$ cat config.mk
export PLATFORM = sky130hd
export DESIGN_NAME = sdram_burst_arbiter
export DESIGN_NICKNAME = d
export VERILOG_FILES = /design/src/rtl/sdram_arb_pkg.sv /design/src/rtl/burst_beat_counter.sv /design/src/rtl/sdram_burst_arbiter.sv
export SDC_FILE = /design/constraint.sdc
export NUM_CORES = 1
export LEC_CHECK = 0
export BUFFER_PORTS_ARGS = -buffer_cell sky130_fd_sc_hd__buf_2
export CAP_MARGIN = 5
export CORE_AREA = 4 4 99 101
export DETAILED_ROUTE_END_ITERATION = 12
export DIE_AREA = 0 0 103 105
export GPL_ROUTABILITY_DRIVEN = 0
export GPL_TIMING_DRIVEN = 0
export PLACE_DENSITY_LB_ADDON = 0.2
export SLEW_MARGIN = 10
export SYNTH_ARGS = -nofsm -noshare
export SYNTH_HDL_FRONTEND = slang
export SYNTH_HIERARCHICAL = 1
export SYNTH_SLANG_ARGS = --single-unit
export TNS_END_PERCENT = 5
$ cat constraint.sdc
create_clock -name clk -period 2.7 [get_ports clk]
set_input_delay 0.135 -clock clk [delete_from_list [all_inputs] [get_ports clk]]
set_output_delay 0.135 -clock clk [all_outputs]
set_load 0.01 [all_outputs]
$ cat src/rtl/sdram_arb_pkg.sv
// Shared types and constants for the burst-aware SDRAM arbiter.
package sdram_arb_pkg;

    typedef enum logic [1:0] {
        IDLE     = 2'd0,
        RD_CMD   = 2'd1,
        RD_DATA  = 2'd2,
        WR_BURST = 2'd3
    } arb_state_t;

    localparam logic [1:0] GNT_NONE = 2'b00;
    localparam logic [1:0] GNT_RD   = 2'b01;
    localparam logic [1:0] GNT_WR   = 2'b10;

endpackage

$ cat src/rtl/burst_beat_counter.sv
// Remaining-beat counter shared by the read and write burst paths.
// A load coinciding with a decrement means the first beat is consumed on load.
module burst_beat_counter #(
    parameter int BW = 6
) (
    input  logic          clk,
    input  logic          rst_n,
    input  logic          i_load,
    input  logic [BW-1:0] i_load_val,
    input  logic          i_dec,
    output logic [BW-1:0] o_count,
    output logic          o_last
);

    localparam logic [BW-1:0] ONE = BW'(1);

    logic [BW-1:0] r_count;

    // beat count register
    always_ff @(posedge clk or negedge rst_n) begin
        if (!rst_n) begin
            r_count <= '0;
        end else if (i_load) begin
            r_count <= i_dec ? (i_load_val - ONE) : i_load_val;
        end else if (i_dec) begin
            r_count <= r_count - ONE;
        end else begin
            r_count <= r_count;
        end
    end

    assign o_count = r_count;
    assign o_last  = (r_count == ONE);

endmodule

$ cat src/rtl/sdram_burst_arbiter.sv
// Two-host burst arbiter (VGA reader, pixel-stream writer) in front of one SDRAM Avalon agent.
// Reads win ties until MAX_RD_STREAK consecutive read grants have starved a pending write.
module sdram_burst_arbiter
    import sdram_arb_pkg::*;
#(
    parameter int AW            = 32,
    parameter int DW            = 32,
    parameter int BW            = 6,
    parameter int MAX_RD_STREAK = 4
) (
    input  logic            clk,
    input  logic            rst_n,
    input  logic            rd_read,
    input  logic [AW-1:0]   rd_address,
    input  logic [BW-1:0]   rd_burstcount,
    output logic            rd_waitrequest,
    output logic [DW-1:0]   rd_readdata,
    output logic            rd_readdatavalid,
    input  logic            wr_write,
    input  logic [AW-1:0]   wr_address,
    input  logic [BW-1:0]   wr_burstcount,
    input  logic [DW-1:0]   wr_writedata,
    input  logic [DW/8-1:0] wr_byteenable,
    output logic            wr_waitrequest,
    output logic            sd_read,
    output logic            sd_write,
    output logic [AW-1:0]   sd_address,
    output logic [BW-1:0]   sd_burstcount,
    output logic [DW-1:0]   sd_writedata,
    output logic [DW/8-1:0] sd_byteenable,
    input  logic            sd_waitrequest,
    input  logic [DW-1:0]   sd_readdata,
    input  logic            sd_readdatavalid,
    output logic [1:0]      grant,
    output logic            busy
);

    localparam logic [BW-1:0] ONE        = BW'(1);
    localparam int            SW         = $clog2(MAX_RD_STREAK + 1);
    localparam logic [SW-1:0] STREAK_MAX = SW'(MAX_RD_STREAK);

    arb_state_t    r_state;
    arb_state_t    w_next_state;
    logic [SW-1:0] r_rd_streak;

    logic [BW-1:0] w_rd_len;
    logic [BW-1:0] w_wr_len;
    logic          w_rd_accept;
    logic          w_rd_beat;
    logic          w_wr_beat;
    logic          w_wr_first;
    logic          w_wr_done;
    logic          w_rd_done;
    logic          w_gnt_rd;
    logic          w_gnt_wr;
    logic          w_cnt_load;
    logic [BW-1:0] w_cnt_load_val;
    logic          w_cnt_dec;
    logic [BW-1:0] w_cnt;
    logic          w_cnt_last;

    assign w_rd_len = (rd_burstcount == '0) ? ONE : rd_burstcount;
    assign w_wr_len = (wr_burstcount == '0) ? ONE : wr_burstcount;

    assign w_rd_accept = (r_state == RD_CMD) && rd_read && !sd_waitrequest;
    assign w_rd_beat   = (r_state == RD_DATA) && sd_readdatavalid;
    assign w_wr_beat   = (r_state == WR_BURST) && wr_write && !sd_waitrequest;
    // An empty counter inside WR_BURST marks the burst's first beat, which supplies the length.
    assign w_wr_first  = (w_cnt == '0);
    assign w_wr_done   = w_wr_beat && (w_wr_first ? (w_wr_len == ONE) : w_cnt_last);
    assign w_rd_done   = w_rd_beat && w_cnt_last;

    assign w_gnt_rd = (r_state == IDLE) && rd_read &&
                      !(wr_write && (r_rd_streak == STREAK_MAX));
    assign w_gnt_wr = (r_state == IDLE) && wr_write && !w_gnt_rd;

    assign w_cnt_load     = w_rd_accept || (w_wr_beat && w_wr_first);
    assign w_cnt_load_val = (r_state == WR_BURST) ? w_wr_len : w_rd_len;
    assign w_cnt_dec      = w_rd_beat || w_wr_beat;

    burst_beat_counter #(
        .BW (BW)
    ) u_beat_counter (
        .clk        (clk),
        .rst_n      (rst_n),
        .i_load     (w_cnt_load),
        .i_load_val (w_cnt_load_val),
        .i_dec      (w_cnt_dec),
        .o_count    (w_cnt),
        .o_last     (w_cnt_last)
    );

    // state register
    always_ff @(posedge clk or negedge rst_n) begin
        if (!rst_n) begin
            r_state <= IDLE;
        end else begin
            r_state <= w_next_state;
        end
    end

    // read-streak tracking for write starvation bound
    always_ff @(posedge clk or negedge rst_n) begin
        if (!rst_n) begin
            r_rd_streak <= '0;
        end else if (w_gnt_wr) begin
            r_rd_streak <= '0;
        end else if (w_gnt_rd && wr_write && (r_rd_streak != STREAK_MAX)) begin
            r_rd_streak <= r_rd_streak + SW'(1);
        end else begin
            r_rd_streak <= r_rd_streak;
        end
    end

    // next-state selection
    always_comb begin
        w_next_state = r_state;
        case (r_state)
            IDLE: begin
                if (w_gnt_rd) begin
                    w_next_state = RD_CMD;
                end else if (w_gnt_wr) begin
                    w_next_state = WR_BURST;
                end else begin
                    w_next_state = IDLE;
                end
            end
            RD_CMD: begin
                if (w_rd_accept) begin
                    w_next_state = RD_DATA;
                end else begin
                    w_next_state = RD_CMD;
                end
            end
            RD_DATA: begin
                if (w_rd_done) begin
                    w_next_state = IDLE;
                end else begin
                    w_next_state = RD_DATA;
                end
            end
            WR_BURST: begin
                if (w_wr_done) begin
                    w_next_state = IDLE;
                end else begin
                    w_next_state = WR_BURST;
                end
            end
            default: w_next_state = IDLE;
        endcase
    end

    // Avalon forwarding and status decode
    always_comb begin
        sd_read        = 1'b0;
        sd_write       = 1'b0;
        sd_address     = rd_address;
        sd_burstcount  = rd_burstcount;
        sd_writedata   = wr_writedata;
        sd_byteenable  = wr_byteenable;
        rd_waitrequest = 1'b1;
        wr_waitrequest = 1'b1;
        grant          = GNT_NONE;
        busy           = 1'b1;
        case (r_state)
            IDLE: begin
                busy = 1'b0;
            end
            RD_CMD: begin
                sd_read        = rd_read;
                rd_waitrequest = sd_waitrequest;
                grant          = GNT_RD;
            end
            RD_DATA: begin
                grant = GNT_RD;
            end
            WR_BURST: begin
                sd_write       = wr_write;
                sd_address     = wr_address;
                sd_burstcount  = wr_burstcount;
                wr_waitrequest = sd_waitrequest;
                grant          = GNT_WR;
            end
            default: begin
                busy = 1'b0;
            end
        endcase
    end

    assign rd_readdata      = sd_readdata;
    assign rd_readdatavalid = sd_readdatavalid && rst_n;

endmodule

Word level (Yosys, flattened, before mapping)
Cells that the tools add are included.
Widths: inputs -> output; s select.
{"block": "totals", "reg_bits": 11, "latch_bits": 0, "ramBits": 0, "romBits": 0, "inputBits": 150, "out_inout_bits": 114, "wordCells": 64, "n_memories": 0}
{"block": "op_classes", "add_sub_neg": 3, "multipliers": 0, "n_div": 0, "magnitude_cmp": 0, "n_eq_ne": 7, "shifts": 0, "mux": 23, "bitwise": 0, "n_reduce_logical": 28}
{"op": "$mux 6", "n": 7}
{"op": "$mux 32", "n": 1}
{"op": "$logic_not 6->1", "n": 3}
{"op": "$logic_and 1x1->1", "n": 16}
{"op": "$eq 6x1->1 const B", "n": 2}
{"op": "$sub 6x1->6 const B", "n": 2}
{"op": "$mux 2", "n": 5}
{"op": "$pmux 2 s4", "n": 1}
{"op": "$mux 1", "n": 6}
{"op": "$mux 3", "n": 2}
{"op": "$eq 2x2->1 const B", "n": 2}
{"op": "$pmux 2 s2", "n": 1}
{"op": "$reduce_bool 2->1", "n": 2}
{"op": "$add 3x1->3 const B", "n": 1}
{"op": "$eq 3x3->1 const B", "n": 1}
{"op": "$logic_not 1->1", "n": 3}
{"op": "$ne 3x3->1 const B", "n": 1}
{"op": "$eq 2x1->1 const B", "n": 1}
{"op": "$logic_not 2->1", "n": 1}
{"op": "$logic_or 1x1->1", "n": 2}
{"op": "$reduce_or 2->1", "n": 1}

Longest topological paths before layout
{"block": "logic_depth", "depth_word": 9, "ltp_mapped": 11, "depth_no_buf": 10}

Modules after synthesis
The synthesis kept the hierarchy.
{"module": "sdram_burst_arbiter", "n_inst": 1, "cells_each": 180, "area_each_um2": 1524.0, "seq_area_each_um2": 125.1}
{"module": "burst_beat_counter", "n_inst": 1, "cells_each": 44, "area_each_um2": 455.4, "seq_area_each_um2": 150.1}

Worst setup path after synthesis
No wires, ideal clock.
{"block": "synth_path", "path_kind": "reg-to-reg", "start": "register r_state[0]", "end": "register u_beat_counter.r_count[5] (netlist: u_beat_counter/o_count[5])", "setup_time_ns": 0.135, "t_arrival_ns": 2.176, "t_required_ns": 2.565, "slack_ns": 0.389, "path_stages_with_launch": 10, "path_buffers": 1, "synth_period_minus_slack_ns": 2.311, "path_cell_list": "dfrtp_1 > ha_1 > buf_2 > mux2_2 > a21oi_1 > nand2_1 > or3b_1 > nor4_4 > xnor2_1 > mux2i_1"}
{"element": "from (decl)", "line_no": "sdram_burst_arbiter.sv:42", "text": "arb_state_t r_state;"}
{"element": "from (signal assigned)", "line_no": "sdram_burst_arbiter.sv:98", "text": "r_state <= w_next_state;"}
{"element": "$eq 2x2->1", "line_no": "sdram_burst_arbiter.sv:78", "text": "assign w_cnt_load_val = (r_state == WR_BURST) ? w_wr_len : w_rd_len;"}
{"element": "$mux 6", "line_no": "sdram_burst_arbiter.sv:78"}
{"element": "via w_cnt_load_val[0]", "line_no": "sdram_burst_arbiter.sv:57", "text": "logic [BW-1:0] w_cnt_load_val;"}
{"element": "$sub 6x1->6", "line_no": "burst_beat_counter.sv:24", "text": "r_count <= i_dec ? (i_load_val - ONE) : i_load_val;"}
{"element": "$mux 6", "line_no": "burst_beat_counter.sv:24"}
{"element": "$mux 6", "line_no": "burst_beat_counter.sv:23", "text": "end else if (i_load) begin"}
{"element": "to (signal assigned)", "line_no": "burst_beat_counter.sv:24"}
{"element": "to (signal assigned)", "line_no": "burst_beat_counter.sv:26", "text": "r_count <= r_count - ONE;"}
{"element": "to (signal assigned)", "line_no": "burst_beat_counter.sv:28", "text": "r_count <= r_count;"}
{"element": "to (decl)", "line_no": "burst_beat_counter.sv:17", "text": "logic [BW-1:0] r_count;"}
The timed path passes the listed nets, and every way through them passes these cells.
A chain may end at the register's enable or synchronous reset.

Worst setup path after layout
Same ends and word-level chain as after synthesis.

==> impl_results.rst <==
.. list-table::
   :header-rows: 1

   * - Metric
     - Value
   * - Per-instance average area after synthesis
     - 8.84 µm²
   * - Cell type of the slowest stage on the worst timing path
     - sky130_fd_sc_hd__or3b_1
   * - Unrepaired setup endpoints after global routing
     - false
   * - Distinct cell type count of the synthesized netlist
     - 38
   * - Final hold violations
     - 0
   * - Slew headroom
     - 0.456
   * - Sw Share
     - 0.441
   * - Site row count
     - 35
   * - VDD IR-drop max
     - 0.199 mV
   * - Critical path start-end classification
     - flop to flop
   * - Worst Path Max Fanout
     - 10
   * - Top-level port count
     - 264
   * - Total global routing track utilization
     - 0.114
   * - Average wire per cell in the routed design
     - 13.1 µm
   * - Total setup buffers inserted after CTS
     - 0
   * - Cells taking the most area after synthesis
     - sky130_fd_sc_hd__buf_4, sky130_fd_sc_hd__mux2_2, sky130_fd_sc_hd__dfrtp_1
   * - Cell leakage power
     - 0.00173 µW
   * - Number of flops mapped to enable cells by yosys
     - 0
   * - Slew Limit Fails
     - 0
   * - Largest buffer count on any clock path
     - 2
   * - Part of the Yosys area used for sequential elements
     - 0.139
   * - Total Neg Setup Slack
     - 0 ns
   * - Synth top area share
     - 0.258
   * - Clock tree from TritonCTS
     - yes
   * - Clock slew at reported path FFs
     - 0.06 ns
   * - Final HPWL from detailed placement
     - 6.36 mm
   * - Setup-failing EPs final
     - 0
   * - Core Box Area
     - 9020 µm²
   * - Filler cell count
     - 986
   * - Design internal power
     - 1050 µW
   * - Footprint of the multi-input gates
     - 1120 µm²
   * - Number of buffers created by CTS
     - 3
   * - Initial core utilization
     - 0.219
   * - TritonCTS sink count
     - 11
   * - Number of nets in the final layout
     - 585
   * - Power share of the clock group
     - 0.091
   * - Power per standard cell area
     - 596 nW/µm²
   * - Width of the die
     - 103 µm
   * - Share of post-route cells with drive strength above 1
     - 0.752
   * - Cells after synthesis
     - 224
   * - DIE AREA
     - 10800 µm²
   * - Fin cells
     - 535
   * - Post-DR vias/cell
     - 4.07
   * - Clock root buffer
     - sky130_fd_sc_hd__clkbuf_8
   * - Register-to-register path setup slack
     - 0.17 ns
   * - Inserted Diodes
     - 0
   * - Part of the total power dissipated in sequential elements
     - 0.179
   * - Flip-flop and latch count after synthesis
     - 11
   * - Final instance area
     - 3150 µm²
   * - Post-layout power
     - 1880 µW
   * - Number of buffers added on ports
     - 195
   * - Number of antenna-violating nets in the routed design
     - 0
   * - CTS H-Tree Depth
     - 1
   * - Pin count of the biggest net entering global routing
     - 13
   * - Final worst path period need
     - 2.53 ns
   * - Class of the tightest hold or removal check
     - input port to flop
   * - Cell area after synthesis
     - 1980 µm²
   * - Mapped Nets
     - 384
   * - Combined buffer and inverter count along the critical path
     - 1
   * - Top Family by Delay on Critical Path
     - simple AND/OR/NAND/NOR gates
   * - Startpoint Class
     - flop
   * - Number of maximum-capacitance violations
     - 0
   * - Highest achievable clock rate
     - 395 MHz
   * - Most area-hungry cell type in the Yosys netlist
     - sky130_fd_sc_hd__buf_4
   * - Outcome
     - finished clean
   * - Initial detailed-routing violation count
     - 49
   * - Share of flip-flops with an asynchronous set or reset
     - 1.00
   * - First-pass GRT wire length
     - 9.89 mm
   * - Dpl cell area
     - 3090 µm²
   * - Cells along the critical path
     - ha_2 -> clkbuf_4 -> mux2_2 -> a21oi_1 -> nand2_1 -> or3b_1 -> nor4_4 -> xnor2_1 -> mux2i_1
   * - Critical Path RT
     - 2.81 ns
   * - Total number of yosys warnings
     - 6
   * - Count of placed standard cells including taps
     - 530
   * - Area taken by flip-flops and latches
     - 275 µm²
   * - Switching Power
     - 829 µW
   * - Actual slew at the worst max-slew pin
     - 0.807 ns
   * - Clock insertion delay at the later pin of the skew report
     - 0.24 ns
   * - Worst stage delay on the critical path
     - 0.42 ns
   * - Total overflow reported by the global router
     - 0
   * - Arrival time reported for the critical path endpoint
     - 2.64 ns
   * - Primary flip-flop cell chosen by synthesis mapping
     - sky130_fd_sc_hd__dfrtp_1
   * - Critical Path End Type
     - flop
   * - Number of antenna violations at the first check in global routing
     - 0
   * - Die height
     - 105 µm
   * - Via count of the first global-routing pass
     - 2168
   * - Iteration count of the initial detailed-routing pass
     - 3
   * - Layout Area Growth over Synthesis
     - 59.4%
   * - Via count
     - 2176
   * - Final setup skew
     - 0.00167 ns
   * - Final WL
     - 7.03 mm
   * - Final worst-path cycle share
     - 0.937
   * - Combinational share of power
     - 0.730
   * - DRC viols
     - 0
## sequential cells by signal (all words and copies together), names as in the netlist
signal / flops
r_rd_streak: 3
r_state: 2
u_beat_counter/o_count: 6
## Yosys cell counts (3+ instances only)
library cell / count
sky130_fd_sc_hd__buf_2: 3
sky130_fd_sc_hd__xnor2_1: 7
sky130_fd_sc_hd__nor2_1: 5
sky130_fd_sc_hd__o21ai_0: 8
sky130_fd_sc_hd__nand2_1: 15
sky130_fd_sc_hd__mux2_2: 43
sky130_fd_sc_hd__nor3_1: 4
sky130_fd_sc_hd__dfrtp_1: 11
sky130_fd_sc_hd__a21oi_1: 4
sky130_fd_sc_hd__buf_4: 68
sky130_fd_sc_hd__ha_1: 10
sky130_fd_sc_hd__inv_1: 14
sky130_fd_sc_hd__mux2i_1: 3
## cell type report
type / instances / area share
Buffer: 74 / 0.171
Clock buffer: 4 / 0.0143
Sequential cell: 11 / 0.0873
Tap cell: 111 / 0.0440
Multi-Input combinational cell: 125 / 0.354
Inverter: 14 / 0.0167
Timing Repair Buffer: 196 / 0.313
## worst reg2reg max path, cell delays in order (launching register included)
cell                       delay [ns]
sky130_fd_sc_hd__dfrtp_1         0.38
sky130_fd_sc_hd__ha_2            0.26
sky130_fd_sc_hd__clkbuf_4        0.24
sky130_fd_sc_hd__mux2_2          0.38
sky130_fd_sc_hd__a21oi_1         0.20
sky130_fd_sc_hd__nand2_1         0.11
sky130_fd_sc_hd__or3b_1          0.42
sky130_fd_sc_hd__nor4_4          0.16
sky130_fd_sc_hd__xnor2_1         0.15
sky130_fd_sc_hd__mux2i_1         0.09
## stage by stage
step	util	worst slack (ns)	hold WS, ns
after global routing	0.350	0.00615	0.220
final	0.350	0.170	0.184
after detailed placement	0.343	0.0587	0.0376
after floorplan	-	0.389	-0.161
after CTS	0.349	0.0428	0.183
after global placement	0.343	0.0626	0.0355
## power by group through the flow
stage / clock [µW] / combinational [µW] / sequential [µW]
2_1_floorplan: 0 / 945 / 319
3_3_place_gp: 0 / 1380 / 337
3_5_place_dp: 0 / 1380 / 340
4_1_cts: 176 / 1400 / 337
5_1_grt: 182 / 1530 / 350
6_report: 171 / 1370 / 336
## layer usage
metal  up-vias  GRT usage  part of all wire
met5         -          0                 0
li1       1089          -                 -
met4         0     0.0259            0.0094
met2       144      0.229              0.53
met1       939      0.117              0.33
met3         4     0.0227              0.13
## cell families (layout without fill, tap and decap cells)
logic type | Yosys count | in the layout | share of synthesized area
DFF | 11 | 11 | 0.139
xor gates and xnor gates | 9 | 9 | 0.0398
AOI/OAI and AO/OA | 17 | 17 | 0.0499
muxes | 48 | 48 | 0.281
adders and majority gates | 10 | 10 | 0.0632
buffers and inverters | 88 | 288 | 0.298
and+or+nand+nor | 41 | 41 | 0.130
## path summary, 6_finish.rpt
check	endpoint	depth (start not counted)	from
max in group asynchronous	u_beat_counter/o_count[0]$_DFFE_PN0P_	2	rst_n
max	u_beat_counter/o_count[5]$_DFFE_PN0P_	9	r_state[0]$_DFF_PN0_
min reg2reg	r_rd_streak[0]$_DFFE_PN0P_	2	r_rd_streak[0]$_DFFE_PN0P_
min	r_rd_streak[0]$_DFFE_PN0P_	3	wr_write
max reg2reg	u_beat_counter/o_count[5]$_DFFE_PN0P_	9	r_state[0]$_DFF_PN0_
min in group asynchronous	r_rd_streak[0]$_DFFE_PN0P_	2	rst_n
## cells in the final DEF, fill, tap and decap left out, types with 2 or more instances in the layout
cell,instances
sky130_fd_sc_hd__buf_2,197
sky130_fd_sc_hd__buf_4,68
sky130_fd_sc_hd__mux2_2,43
sky130_fd_sc_hd__nand2_1,15
sky130_fd_sc_hd__inv_1,14
sky130_fd_sc_hd__dfrtp_1,11
sky130_fd_sc_hd__ha_1,9
sky130_fd_sc_hd__o21ai_0,8
sky130_fd_sc_hd__xnor2_1,7
sky130_fd_sc_hd__nor2_1,5
sky130_fd_sc_hd__nor3_1,4
sky130_fd_sc_hd__a21oi_1,4
sky130_fd_sc_hd__clkbuf_8,3
sky130_fd_sc_hd__mux2i_1,3
sky130_fd_sc_hd__buf_1,2
sky130_fd_sc_hd__nand2b_1,2
sky130_fd_sc_hd__nor3b_1,2
sky130_fd_sc_hd__clkbuf_1,2
sky130_fd_sc_hd__xor2_1,2
## timing repair
action,CTS,global route
hold buffers,1,0
resized for setup,0,2
endpoints found under the hold margin,11,0
endpoints found under the setup margin,0,3
(Power assumes the default switching activity.)
